**src/rtl/mtx_serializer_pkg.sv**
```systemverilog
`default_nettype none
// ============================================================================
// Module  : mtx_serializer_pkg
// Brief   : Shared constants and FSM state type for the 2x2 complex matrix
//           serializer / decoder pair.
// Revision: 1.0 - initial release
// ============================================================================
package mtx_serializer_pkg;

  localparam int MTX_WIDTH = 19;
  localparam int MTX_ELEMS = 8;
  localparam int MTX_IDX_W = 3;

  typedef enum logic [1:0] {
    ST_IDLE = 2'd0,
    ST_SEND = 2'd1,
    ST_DONE = 2'd2
  } mtx_state_e;

endpackage
`default_nettype wire

```
**src/rtl/mtx_serializer.sv**
```systemverilog
`default_nettype none
// ============================================================================
// Module  : mtx_serializer
// Brief   : Captures a 2x2 complex matrix on start and streams its 8 signed
//           components out one per accepted valid/ready beat.
// Revision: 1.0 - initial release
// ============================================================================
module mtx_serializer
  import mtx_serializer_pkg::*;
#(
  parameter int WIDTH = MTX_WIDTH
) (
  input  logic                    clk,
  input  logic                    reset,
  input  logic signed [WIDTH-1:0] matrix_in [0:1][0:1][0:1],
  input  logic                    start,
  input  logic                    out_ready,
  output logic signed [WIDTH-1:0] matrix_out,
  output logic                    imag,
  output logic                    row,
  output logic                    col,
  output logic                    out_valid,
  output logic                    busy,
  output logic                    done
);

  localparam logic [MTX_IDX_W-1:0] LAST_IDX = MTX_IDX_W'(MTX_ELEMS - 1);

  mtx_state_e             state_q, state_d;
  logic [MTX_IDX_W-1:0]   idx_q, idx_d;
  logic signed [WIDTH-1:0] bank_q [0:1][0:1][0:1];
  logic                   load;

  always_comb begin
    state_d = state_q;
    idx_d   = idx_q;
    load    = 1'b0;
    case (state_q)
      ST_IDLE, ST_DONE: begin
        state_d = ST_IDLE;
        if (start) begin
          load    = 1'b1;
          idx_d   = '0;
          state_d = ST_SEND;
        end
      end
      ST_SEND: begin
        if (out_ready) begin
          // Index stops at the last element; leaving SEND ends the stream.
          if (idx_q == LAST_IDX) state_d = ST_DONE;
          else                   idx_d   = idx_q + 1'b1;
        end
      end
      default: state_d = ST_IDLE;
    endcase
  end

  always_ff @(posedge clk) begin
    if (reset) begin
      state_q <= ST_IDLE;
      idx_q   <= '0;
    end else begin
      state_q <= state_d;
      idx_q   <= idx_d;
    end
  end

  always_ff @(posedge clk) begin
    if (reset)     bank_q <= '{default: '0};
    else if (load) bank_q <= matrix_in;
  end

  // Element index is {row,col,imag}, so the bank is addressed by its bits.
  assign matrix_out = bank_q[idx_q[2]][idx_q[1]][idx_q[0]];
  assign row        = idx_q[2];
  assign col        = idx_q[1];
  assign imag       = idx_q[0];
  assign out_valid  = (state_q == ST_SEND);
  assign busy       = (state_q == ST_SEND);
  assign done       = (state_q == ST_DONE);

endmodule
`default_nettype wire

```
**config.mk**
```make
export PLATFORM = sky130hd
export DESIGN_NAME = mtx_serializer
export DESIGN_NICKNAME = d
export VERILOG_FILES = /design/src/rtl/mtx_serializer_pkg.sv /design/src/rtl/mtx_serializer.sv
export SDC_FILE = /design/constraint.sdc
export NUM_CORES = 1
export LEC_CHECK = 0
export CORE_ASPECT_RATIO = 1.1
export CORE_MARGIN = 1.5
export CORE_UTILIZATION = 35
export CTS_CLUSTER_DIAMETER = 30
export DETAILED_ROUTE_END_ITERATION = 10
export GPL_TIMING_DRIVEN = 0
export HOLD_SLACK_MARGIN = 0.03
export MAX_ROUTING_LAYER = met4
export PLACE_DENSITY = 0.7
export SYNTH_ARGS = -nofsm -noshare
export SYNTH_HDL_FRONTEND = slang
export SYNTH_SLANG_ARGS = --single-unit
export TNS_END_PERCENT = 50
```
**constraint.sdc**
```tcl
create_clock -name clk -period 4.6 [get_ports clk]
set_clock_uncertainty 0.2 [all_clocks]
set_input_delay 0.92 -clock clk [delete_from_list [all_inputs] [get_ports clk]]
set_output_delay 0.92 -clock clk [all_outputs]
set_load 0.05 [all_outputs]
```
## Word level (Yosys, flattened, before mapping)

Cells that the tools add are included.

| word-level totals | value |
|---|---|
| register bits after elaboration | 157 |
| input bits | 156 |
| output and inout port bits | 25 |
| logic and storage cells | 48 |

| operators by class | value |
|---|---|
| $add $sub $neg | 1 |
| $lt $le $gt $ge | 3 |
| equality and inequality tests | 7 |
| mux-type cells | 19 |
| bitwise operators | 3 |
| reduce and logical (&&, ||, !) cells | 5 |

Operator list:

| operator | count |
|---|---|
| 2-to-1 mux 76 bit | 3 |
| 2-to-1 mux 38 bit | 3 |
| 2-to-1 mux 19 bit | 3 |
| 2-to-1 mux 3 bit | 3 |
| >= comparator 2 bit (second input constant) | 3 |
| != test 2 bit (second input constant) | 3 |
| NOT 1 -> 2 bit | 3 |
| case mux 3 bit (2 select lines) | 1 |
| 2-to-1 mux 2 bit | 2 |
| case mux 2 bit (2 select lines) | 1 |
| AND reduction 4 bit | 1 |
| adder 3 x 1 -> 3 bit (second input constant) | 1 |
| == test 3 bit (second input constant) | 1 |
| 2-to-1 mux 1 bit | 3 |
| == test 2 x 1 -> 1 bit (second input constant) | 1 |
| == test 2 bit (second input constant) | 1 |
| logical NOT 2 bit | 1 |
| != test 2 x 1 -> 1 bit (second input constant) | 1 |
| AND reduction 2 bit | 1 |
| nonzero test 2 bit | 1 |
| OR reduction 2 bit | 1 |

## Longest topological paths before layout

Gate-level depths: netlist of run 1.

| logic depth | value |
|---|---|
| depth in word-level cells | 10 |
| mapped depth | 6 |
| gate-level depth less buffers | 5 |

## Least setup slack after synthesis of run 1

No wires, ideal clock.

| timing path | value |
|---|---|
| path kind | register to output |
| start | register idx_q[1] |
| end | output matrix_out[0] |
| arrival time | 1.907 ns |
| data required time | 3.480 ns |
| slack | 1.573 ns |
| cell stages (with the launch flop) | 5 |
| path buffers | 2 |
| cells stage by stage | dfxtp_1 buf_4 buf_2 mux4_2 mux2_2 |

| on the way | value |
|---|---|
| longest elaborated chain between the ends | 7 |

RTL lines:

| what | line | text |
|---|---|---|
| start, declared | mtx_serializer.sv:30 | `logic [MTX_IDX_W-1:0] idx_q, idx_d;` |
| start signal, assigned | mtx_serializer.sv:64 | `idx_q <= idx_d;` |
| NOT 1 -> 2 bit (implied by the code) | mtx_serializer.sv:74 | `assign matrix_out = bank_q[idx_q[2]][idx_q[1]][idx_q[0]];` |
| 2-to-1 mux 38 bit (implied by the code) (3 in a row) | mtx_serializer.sv:74 |  |
| 2-to-1 mux 19 bit (implied by the code) (3 in a row) | mtx_serializer.sv:74 |  |
| end, declared | mtx_serializer.sv:18 | `output logic signed [WIDTH-1:0] matrix_out,` |

No other way between the ends. The select of a mux whose other input is x is not followed.

## Worst setup path in the final report of run 1

| timing path | value |
|---|---|
| start | register idx_q[1] |
| end | output matrix_out[11] |

The elaborated chain is that of the path after synthesis.

==> summary.md, run 1 <==
| Metric | Value |
|---|---|
| Top layer in use | met4 |
| Met3 wire len | 1473 um |
| Fillers | 1771 |
| Worst min-delay path class | reg -> reg |
| Post-Syn Area | 6556 sq um |
| Area of the multi-input gates | 3128 sq um |
| Final Hold Viols | 0 |
| H-tree levels | 4 |
| HPWL after DPL | 16280 um |
| Reg area | 3143 sq um |
| Primary FF master, synth | dfxtp_1 |
| Die area | 19560 sq um |
| Yosys reg bits | 157 |
| Setup CP Type | reg -> out |
| Port Buffers | 179 |
| Final nets | 1109 |
| Initial Util | 0.3573 |
| Setup TNS | 0 ps |
| Vias post-DR | 6050 |
| Routed WL | 21520 um |
| Fmax | 244.6 MHz |
| Via count of the first global-routing pass | 5914 |
| Syn Area/Cell | 8.707 sq um |
| Worst Max-Slew Pin Slew | 621.8 ps |
| Worst-skew pair later-pin latency | 420 ps |
| Synth cell types | 19 |
| Global route overflow | 0 |
| Number of detailed-route iterations in the first pass | 7 |
| Antenna-violating nets left | 0 |
| Total Power | 3517 uW |
| Outcome | finished clean |
| RSZ-0062 raised after global routing | false |
| Seq/Total Area, Yosys | 0.4794 |
| Clock Tree Root | clkbuf_16 |
| CTS resizes | 0 |
| Leak | 0.003434 uW |
| Crit Path Max Fanout | 10 |
| Power Density | 378.5 nW/um^2 |
| Peak supply drop | 0.0002712 V |
| Die height | 146.5 um |
| CTS Buf Count | 17 |
| CTS tree | yes |
| Post-synth EDFFs | 0 |
| CP Launch Type | flop |
| Routed met2 length | 10320 um |
| MaxCap Viol Count | 0 |
| Syn nets | 911 |
| DRC errors left | 0 |
| GPL Wtd Cong | 0.8347 |
| Die Width | 133.5 um |
| Iteration-0 DRC Markers | 468 |
| Largest net degree at the start of global routing | 17 |
| Max clock buf depth | 2 |
| Setup-failing EPs final | 0 |
| Worst EP arrival | 2970 ps |
| Routed length per instance | 17.83 um |
| Final Cycle Share | 0.8889 |
| Layout cells sized above 1 | 0.1172 |
| Finished Layout Cells | 1207 |
| WP data required | 3480 ps |
| Critical Path Sink Type | output port |
| CTS Sinks | 157 |
| Initial antenna violation count | 0 |
| Minimum clock period after layout | 4089 ps |
| IO Pins | 181 |
| Row cnt | 52 |
| Via density | 5.012 |
| GRT Util Overall | 0.2305 |
| Post-CTS setup repair buffer count | 0 |
| Yosys warns | 0 |
| Max_slew headroom | 0.5854 |
| Hold Buf Count CTS | 0 |
| Placed cell count | 1175 |
| Fin. max-slew vios | 0 |
| Core area | 18350 sq um |
| Met1 wire length | 8966 um |
| Ys async rst share | 0 |
| Post-Syn Instances | 753 |
| First-pass GRT wire length | 32620 um |
| N_diodes | 0 |
| Synthesis-to-finish area growth | 41.72% |
| CTS clk-pin slew, worst paths | 60 ps |
-- layout make-up --
cell class,instances,share of cell area
Multi-Input combinational cell,534,0.3367
Buffer,62,0.03070
Sequential cell,157,0.3383
Tap cell,243,0.03272
Clock inverter,13,0.02006
Clock buffer,19,0.04875
Timing Repair Buffer,179,0.1928
-- state kept, by name, indices dropped and copies added, names as in the netlist --
name / count
bank_q: 152
idx_q: 3
state_q: 2
-- synth_stat cells, types with 3 or more instances --
master / count / area share
dfxtp_1: 157 / 0.48
buf_2: 24 / 0.018
a21oi_1: 156 / 0.12
nand2_1: 305 / 0.17
nand3_1: 5 / 0.0038
nor2b_1: 3 / 0.0029
mux4_2: 33 / 0.11
mux4_1: 5 / 0.020
mux2_2: 19 / 0.033
clkbuf_1: 30 / 0.017
buf_1: 3 / 0.0017
buf_4: 4 / 0.0046
-- cells in the final DEF (no fill, tap or decap) --
cell type / n
nand2_1: 305
clkdlybuf4s50_1: 179
dfxtp_1: 157
a21oi_1: 156
mux4_2: 33
clkbuf_1: 30
buf_2: 24
mux2_2: 19
clkbuf_16: 17
mux4_1: 5
nand3_1: 5
buf_4: 4
bufinv_16: 4
nor2b_1: 3
buf_1: 3
clkinv_4: 3
clkinv_2: 3
nand2b_1: 2
ha_1: 2
inv_6: 2
clkbuf_8: 2
buf_6: 1
nor2_1: 1
nor4bb_1: 1
nand4bb_1: 1
nor3b_1: 1
clkinvlp_4: 1
-- path summary, 6_finish.rpt --
check                           from                        to  slack, ps  cells after the start
min          bank_q[18]$_SDFFE_PP0P_   bank_q[18]$_SDFFE_PP0P_        250                      2
max            idx_q[1]$_SDFFE_PP0P_            matrix_out[11]        510                      5
min reg2reg  bank_q[18]$_SDFFE_PP0P_   bank_q[18]$_SDFFE_PP0P_        250                      2
max reg2reg  state_q[0]$_SDFFE_PP0P_  bank_q[109]$_SDFFE_PP0P_       2590                      6
-- per-stage QoR --
step                      worst slack [ps]  area [sq um]  hold slack, ps  utilization
after floorplan                       1573          6556           231.5            -
after global placement               958.8          8652           238.2       0.4716
after detailed placement             967.5          8652           242.6       0.4716
after CTS                            504.5          9291           251.7       0.5064
after global routing                 437.3          9291           267.6       0.5064
final                                511.2          9291           251.1       0.5064
-- worst max-delay path, stage by stage, from the launching register on --
cell and delay, ps:
dfxtp_1 470, buf_4 280, buf_2 340, mux4_2 410, mux2_2 320, clkdlybuf4s50_1 710
-- report_power, final --
| group | internal, uW | switching, uW |
|---|---|---|
| Sequential | 1440 | 42.8 |
| Clock | 940 | 583 |
| Combinational | 242 | 267 |
-- per-layer routing --
layer | track usage | vias to the layer above
li1 | - | 2937
met1 | 0.2852 | 2821
met2 | 0.3684 | 248
met3 | 0.04410 | 44
met4 | 0.09783 | 0
met5 | - | -
-- logic make-up (layout without fill, tap and decap cells) --
group,count (synthesis),after routing,synth area share
DFF,157,157,0.4794
muxes,57,57,0.1660
and+or+nand+nor,319,319,0.1882
buffers and inverters,62,273,0.04351
AOI/OAI and AO/OA,156,156,0.1191
adders and majority gates,2,2,0.003816
Power figures use the tool's default switching activity.
==> run 2: changes to the inputs <==
--- a/config.mk
+++ b/config.mk
@@ -5,8 +5,9 @@
 export SDC_FILE = /design/constraint.sdc
 export NUM_CORES = 1
 export LEC_CHECK = 0
+export ABC_AREA = 1
 export CORE_ASPECT_RATIO = 1.1
-export CORE_MARGIN = 1.5
+export CORE_MARGIN = 3
 export CORE_UTILIZATION = 35
 export CTS_CLUSTER_DIAMETER = 30
 export DETAILED_ROUTE_END_ITERATION = 10
==> summary.md, run 2 <==
| Metric | Value |
|---|---|
| Most common cell after layout, fill and taps aside | nor2_1 |
| Via count of the first global-routing pass | 7144 (+21%) |
| Power Density | 419.4 nW/um^2 (+11%) |
| Most flops, register | bank_q |
| Port Buffers | 180 (+0.56%) |
| Most frequent cells in the layout | nor2_1 (462), o21ai_0 (202), clkdlybuf4s50_1 (180) |
| Synth top area cells | dfxtp_1 (45%), nor2_1 (25%), o21ai_0 (15%), nand2_1 (5.7%), buf_2 (2.0%) |
| RSZ-0062 raised after global routing | false |
| CTS clk-pin slew, worst paths | 70 ps (about the same) |
| Yosys reg bits | 157 (unchanged) |
| Final Hold Viols | 0 (unchanged) |
| Routed length per instance | 16.35 um (-8.3%) |
| Fillers | 1924 (+8.6%) |
| GPL Wtd Cong | 0.9387 (+12%) |
| Max FFs per register | 152 (unchanged) |
| Initial Util | 0.3602 (+0.002903) |
| Placed cell count | 1480 (+26%) |
| IO Pins | 181 (unchanged) |
| Synth cell types | 19 (unchanged) |
| H-tree levels | 4 (unchanged) |
| Yosys top cell by area | dfxtp_1 |
| Crit Path Max Fanout | 10 (unchanged) |
| Ys async rst share | 0 (unchanged) |
| Die area | 21590 sq um (+10%) |
| Comb power frac | 0.257 (+0.112) |
| N_diodes | 0 (unchanged) |
| Yosys warns | 0 (unchanged) |
| Post-Syn Area | 6952 sq um (+6.0%) |
| Post-synth top area share | 0.4521 (-0.02727) |
| Register share of total power | 0.384 (-0.038) |
| CTS resizes | 0 (unchanged) |
| Core area | 19300 sq um (+5.2%) |
| Peak supply drop | 0.0003265 V (+20%) |
| Clock Tree Root | clkbuf_16 |
| MaxCap Viol Count | 0 (unchanged) |
| Int Power | 2748 uW (+4.7%) |
| GRT Util Overall | 0.2293 (-0.001197) |
| DRC errors left | 0 (unchanged) |
| Global route overflow | 0 (unchanged) |
| Die height | 153.8 um (+5.0%) |
| Critical Path Sink Type | output port |
| Post-synth EDFFs | 0 (unchanged) |
| Fmax | 242.4 MHz (-0.87%) |
| Most frequent cell after synthesis | nor2_1 |
| Largest net degree at the start of global routing | 17 (unchanged) |
| Iteration-0 DRC Markers | 721 (+54%) |
| Synthesis-to-finish area growth | 39.00% |
| HPWL after DPL | 18660 um (+15%) |
| Top flop regs | bank_q: 152 flops, idx_q: 3 flops, state_q: 2 flops |
| Antenna-violating nets left | 0 (unchanged) |
| Final Cycle Share | 0.8967 (+0.007817) |
| Post-Syn Instances | 1053 (+40%) |
| Initial antenna violation count | 0 (unchanged) |
| Syn nets | 1211 (+33%) |
| Primary FF master, synth | dfxtp_1 |
| WP data required | 3480 ps (about the same) |
| Vias post-DR | 7431 (+23%) |
| Setup CP Type | reg -> out |
| Hold Buf Count CTS | 0 (unchanged) |
| Post-CTS setup repair buffer count | 0 (unchanged) |
| Die Width | 140.4 um (+5.2%) |
| First-pass GRT wire length | 37650 um (+15%) |
| Sw frac | 0.3219 (+0.06801) |
| Minimum clock period after layout | 4125 ps (+35.96 ps) |
| Sw power | 1304 uW (+46%) |
| Worst-skew pair later-pin latency | 440 ps (+20 ps) |
| Syn Area/Cell | 6.602 sq um (-24%) |
| Layout cells sized above 1 | 0.06171 (-0.05551) |
| Number of detailed-route iterations in the first pass | 5 (-2) |
| Routed WL | 24700 um (+15%) |
| Worst Max-Slew Pin Slew | 600.1 ps (-21.78 ps) |
| Max clock buf depth | 2 (unchanged) |
| CTS Sinks | 157 (unchanged) |
| CTS tree | yes |
| Setup-failing EPs final | 0 (unchanged) |
| Worst EP arrival | 3000 ps (+30 ps) |
| Setup TNS | 0 ps (unchanged) |
| Final nets | 1410 (+27%) |
| Leak | 0.004202 uW (+22%) |
| Row cnt | 53 (+1.9%) |
| Via density | 4.918 (-1.9%) |
| Clock share of power | 0.359 (-0.074) |
| Seq/Total Area, Yosys | 0.4521 (-0.02727) |
| CTS Buf Count | 17 (unchanged) |
| Worst min-delay path class | reg -> reg |
| Commonest cells in the netlist | nor2_1 (462), o21ai_0 (202), dfxtp_1 (157), nand2_1 (105), clkbuf_1 (30) |
| Fin. max-slew vios | 0 (unchanged) |
| Finished Layout Cells | 1511 (+25%) |
| CP Launch Type | flop |
| Max_slew headroom | 0.6000 (+0.01452) |
| Outcome | finished clean |
==> run 2: final cells by class <==
class | instances | area [sq um] | share of cell area
multi-input combinational | 808 | 3357 | 0.3474
sequential | 157 | 3143 | 0.3253
clock inverter | 10 | 140.1 | 0.01450
tap | 247 | 309.0 | 0.03198
buffer | 78 | 411.6 | 0.04260
clock buffer | 21 | 460.4 | 0.04765
timing repair buffer | 180 | 1802 | 0.1865
inverter | 10 | 40.04 | 0.004143
==> run 2: cells by family (layout without fill, tap and decap cells) <==
group,after synthesis,in the layout,share of synthesized area
flops,157,157,0.4521
simple gates,575,575,0.3128
buf+inv,88,299,0.06497
compound gates,231,231,0.1665
fa+ha+maj,2,2,0.003599
==> run 2: critical path: stages, from the launching register on <==
cell and delay [ps]:
dfxtp_1 380, clkbuf_2 250, inv_2 90, buf_2 190, buf_2 200, o21ai_0 400, nand2_1 130, nand2_1 80
nand2_1 110, clkdlybuf4s50_1 720
==> run 2: layer usage <==
metal	wire length (um)	part of all wire	global-route usage
met4	782	0.032	0.1001
met3	1596	0.065	0.03297
met5	0	0	-
met1	10860	0.44	0.2946
met2	11460	0.46	0.3602
==> run 2: worst paths after layout <==
path | cells past startpoint | startpoint | to | slack [ps]
worst max-delay path | 9 | idx_q[2]$_SDFFE_PP0P_ | matrix_out[2] | 480
worst min-delay path | 2 | bank_q[45]$_SDFFE_PP0P_ | bank_q[45]$_SDFFE_PP0P_ | 310
worst max register to register | 6 | state_q[0]$_SDFFE_PP0P_ | bank_q[72]$_SDFFE_PP0P_ | 2730
worst min register to register | 2 | bank_q[45]$_SDFFE_PP0P_ | bank_q[45]$_SDFFE_PP0P_ | 310
==> run 2: metrics by stage <==
step | hold slack (ps) | util | instance area [sq um] | setup slack (ps) | total power, uW
after global routing | 333.2 | 0.5007 | 9663 | 452.5 | 4216
after floorplan | 258.0 | - | 6952 | 1679 | 2172
after global placement | 276.1 | 0.4696 | 9062 | 1035 | 2599
after detailed placement | 276.9 | 0.4696 | 9062 | 1070 | 2607
after CTS | 304.3 | 0.5007 | 9663 | 577.8 | 4046
final | 309.0 | 0.5007 | 9663 | 475.2 | 4052
==> run 2: power groups by stage <==
| stage | combinational (uW) | clock, uW | sequential [uW] |
|---|---|---|---|
| 2_1_floorplan | 608 | 0 | 1560 |
| 3_3_place_gp | 1020 | 0 | 1580 |
| 3_5_place_dp | 1030 | 0 | 1580 |
| 4_1_cts | 1030 | 1460 | 1550 |
| 5_1_grt | 1130 | 1520 | 1570 |
| 6_report | 1040 | 1460 | 1550 |
==> run 3: changes to the inputs <==
--- a/config.mk
+++ b/config.mk
@@ -6,6 +6,7 @@
 export NUM_CORES = 1
 export LEC_CHECK = 0
 export ABC_AREA = 1
+export ABC_CLOCK_PERIOD_IN_PS = 4600
 export CORE_ASPECT_RATIO = 1.1
 export CORE_MARGIN = 3
 export CORE_UTILIZATION = 35
@@ -13,7 +14,6 @@
 export DETAILED_ROUTE_END_ITERATION = 10
 export GPL_TIMING_DRIVEN = 0
 export HOLD_SLACK_MARGIN = 0.03
-export MAX_ROUTING_LAYER = met4
 export PLACE_DENSITY = 0.7
 export SYNTH_ARGS = -nofsm -noshare
 export SYNTH_HDL_FRONTEND = slang
==> summary.md, run 3 (synthesized netlist as in run 2, its figures left out) <==
| Metric | Value |
|---|---|
| CTS Sinks | 157 (unchanged) |
| Setup CP Type | reg -> out |
| GPL Wtd Cong | 0.9314 (-0.78%) |
| Post-route cell area | 9697 sq um (+0.35%) |
| Max clock buf depth | 2 (unchanged) |
| Minimum clock period after layout | 4116 ps (-8.574 ps) |
| Reg2reg path depth | 6 (unchanged) |
| Most frequent cells in the layout | nor2_1 (462), o21ai_0 (202), clkdlybuf4s50_1 (180) |
| CTS resizes | 0 (unchanged) |
| Final Core Density | 0.5025 (+0.001750) |
| Routed length per instance | 16.15 um (-1.2%) |
| Routed WL | 24390 um (-1.3%) |
| H-tree levels | 4 (unchanged) |
| Number of detailed-route iterations in the first pass | 5 (unchanged) |
| DRC errors left | 0 (unchanged) |
| Worst EP arrival | 3000 ps (about the same) |
| CP Launch Type | flop |
| Post-CTS setup repair buffer count | 0 (unchanged) |
| Worst Max-Slew Pin Slew | 621.2 ps (+21.10 ps) |
| CTS tree | yes |
| Post-place setup slack | 1064 ps (-6.080 ps) |
| Layout cells sized above 1 | 0.06255 (+0.0008406) |
| WP depth | 9 (unchanged) |
| Crit Path Max Fanout | 10 (unchanged) |
| Top flop regs | bank_q: 152 flops, idx_q: 3 flops, state_q: 2 flops |
| WP data required | 3480 ps (about the same) |
| Vias post-DR | 7365 (-0.89%) |
| Slowest cell on crit path | clkdlybuf4s50_1 |
| CP Cell Sequence | clkbuf_2 -> inv_2 -> buf_2 -> buf_2 -> o21ai_0 -> nand2_1 -> nand2_1 -> nand2_1 -> clkdlybuf4s50_1 |
| Placed cell count | 1480 (unchanged) |
| Synthesis-to-finish area growth | 39.49% |
| CP Buf/Inv Count | 5 (unchanged) |
| Initial antenna violation count | 0 (unchanged) |
| HPWL after DPL | 18380 um (-1.5%) |
| Global route overflow | 0 (unchanged) |
| Via density | 4.877 (-0.82%) |
| CTS clk-pin slew, worst paths | 60 ps (about the same) |
| Final Cycle Share | 0.8948 (-0.001864) |
| Die Width | 140.4 um (unchanged) |
| Antenna-violating nets left | 0 (unchanged) |
| Worst min-delay path class | reg -> reg |
| Power Density | 426.0 nW/um^2 (+1.6%) |
| Family with the most delay on the worst path | buffers and inverters |
| Fmax | 242.9 MHz (+0.21%) |
| Via count of the first global-routing pass | 7166 (+0.31%) |
| Worst path most repeated cell | nand2_1 |
| First-pass GRT wire length | 37560 um (-0.24%) |
| Setup WS post-layout | 483.8 ps (+8.574 ps) |
| IO Pins | 181 (unchanged) |
| GRT Util Overall | 0.2213 (-0.008049) |
| Outcome | finished clean |
| RR Endpoint | bank_q[76]$_SDFFE_PP0P_ |
| Core area | 19300 sq um (unchanged) |
| Clock Tree Root | clkbuf_16 |
| Worst Setup SP | idx_q[2]$_SDFFE_PP0P_ |
| RSZ-0062 raised after global routing | false |
| Hold Buf Count CTS | 0 (unchanged) |
| Worst R2R Setup Slack | 2770 ps (+40 ps) |
| Crit Reg-Reg Startpoint | state_q[0]$_SDFFE_PP0P_ |
| Most common cell after layout, fill and taps aside | nor2_1 |
| Final nets | 1410 (unchanged) |
| Max_slew headroom | 0.5859 (-0.01406) |
| Leak | 0.004240 uW (+0.90%) |
| Finished Layout Cells | 1510 (-0.066%) |
| Die height | 153.8 um (unchanged) |
| Fillers | 1925 (+0.052%) |
| Setup-failing EPs final | 0 (unchanged) |
| Critical Path Max Stage Delay | 710 ps (about the same) |
| Initial Util | 0.3602 (unchanged) |
| Placed Area | 9062 sq um (unchanged) |
| Critical Path Sink | matrix_out[2] |
| Peak supply drop | 0.0003137 V (-3.9%) |
| Largest net degree at the start of global routing | 17 (unchanged) |
| Most flops, register | bank_q |
| Max FFs per register | 152 (unchanged) |
| Row cnt | 53 (unchanged) |
| Setup TNS | 0 ps (unchanged) |
| CTS Buf Count | 17 (unchanged) |
| Final Hold Viols | 0 (unchanged) |
| Critical Path Sink Type | output port |
| MaxCap Viol Count | 0 (unchanged) |
| N_diodes | 0 (unchanged) |
| Port Buffers | 180 (unchanged) |
| Iteration-0 DRC Markers | 584 (-19%) |
| Fin. max-slew vios | 0 (unchanged) |
| Worst-skew pair later-pin latency | 440 ps (about the same) |
| Die area | 21590 sq um (unchanged) |
==> run 3: worst min-delay path by stage <==
stage / slack, ps / cells past startpoint / start / end
detailed placement: 280 / 2 / bank_q[50]$_SDFFE_PP0P_ / bank_q[50]$_SDFFE_PP0P_
global placement: 280 / 2 / bank_q[50]$_SDFFE_PP0P_ / bank_q[50]$_SDFFE_PP0P_
global route: 320 / 2 / bank_q[50]$_SDFFE_PP0P_ / bank_q[50]$_SDFFE_PP0P_
floorplan: 260 / 2 / bank_q[54]$_SDFFE_PP0P_ / bank_q[54]$_SDFFE_PP0P_
CTS: 300 / 2 / bank_q[50]$_SDFFE_PP0P_ / bank_q[50]$_SDFFE_PP0P_
finish: 290 / 2 / bank_q[50]$_SDFFE_PP0P_ / bank_q[50]$_SDFFE_PP0P_
==> run 3: worst reg2reg max path, cell delays in order (launching register included) <==
cell and delay (ps):
dfxtp_1 370, nor2_4 330, inv_4 170, buf_6 210, buf_4 190, nor2_1 170, nor2_1 70
==> run 3: through the flow <==
stage	total power, uW	hold WS [ps]
detailed placement	2604	280.2
CTS	4131	297.1
finish	4131	294.0
global placement	2597	275.5
global route	4300	323.8
floorplan	2172	258.0
==> run 3: routing by layer <==
layer	part of all wire	track usage	up-vias
met2	0.46	0.3547	274
met5	0	0	-
li1	-	-	3745
met3	0.075	0.04510	46
met1	0.44	0.2938	3300
met4	0.028	0.08399	0
==> run 3: layout make-up <==
cell class | instances | area (sq um) | area share
clock buffer | 18 | 439.2 | 0.04529
sequential | 157 | 3143 | 0.3241
clock inverter | 12 | 195.2 | 0.02013
buffer | 78 | 411.6 | 0.04245
tap | 247 | 309.0 | 0.03187
inverter | 10 | 40.04 | 0.004129
multi-input combinational | 808 | 3357 | 0.3462
timing repair buffer | 180 | 1802 | 0.1858
==> run 3: power by group <==
group          switching [uW]  total [uW]  leakage [uW]  internal (uW)
Combinational             652        1040       0.00263            388
Clock                     569        1540      0.000311            967
Sequential               71.2        1550       0.00130           1480
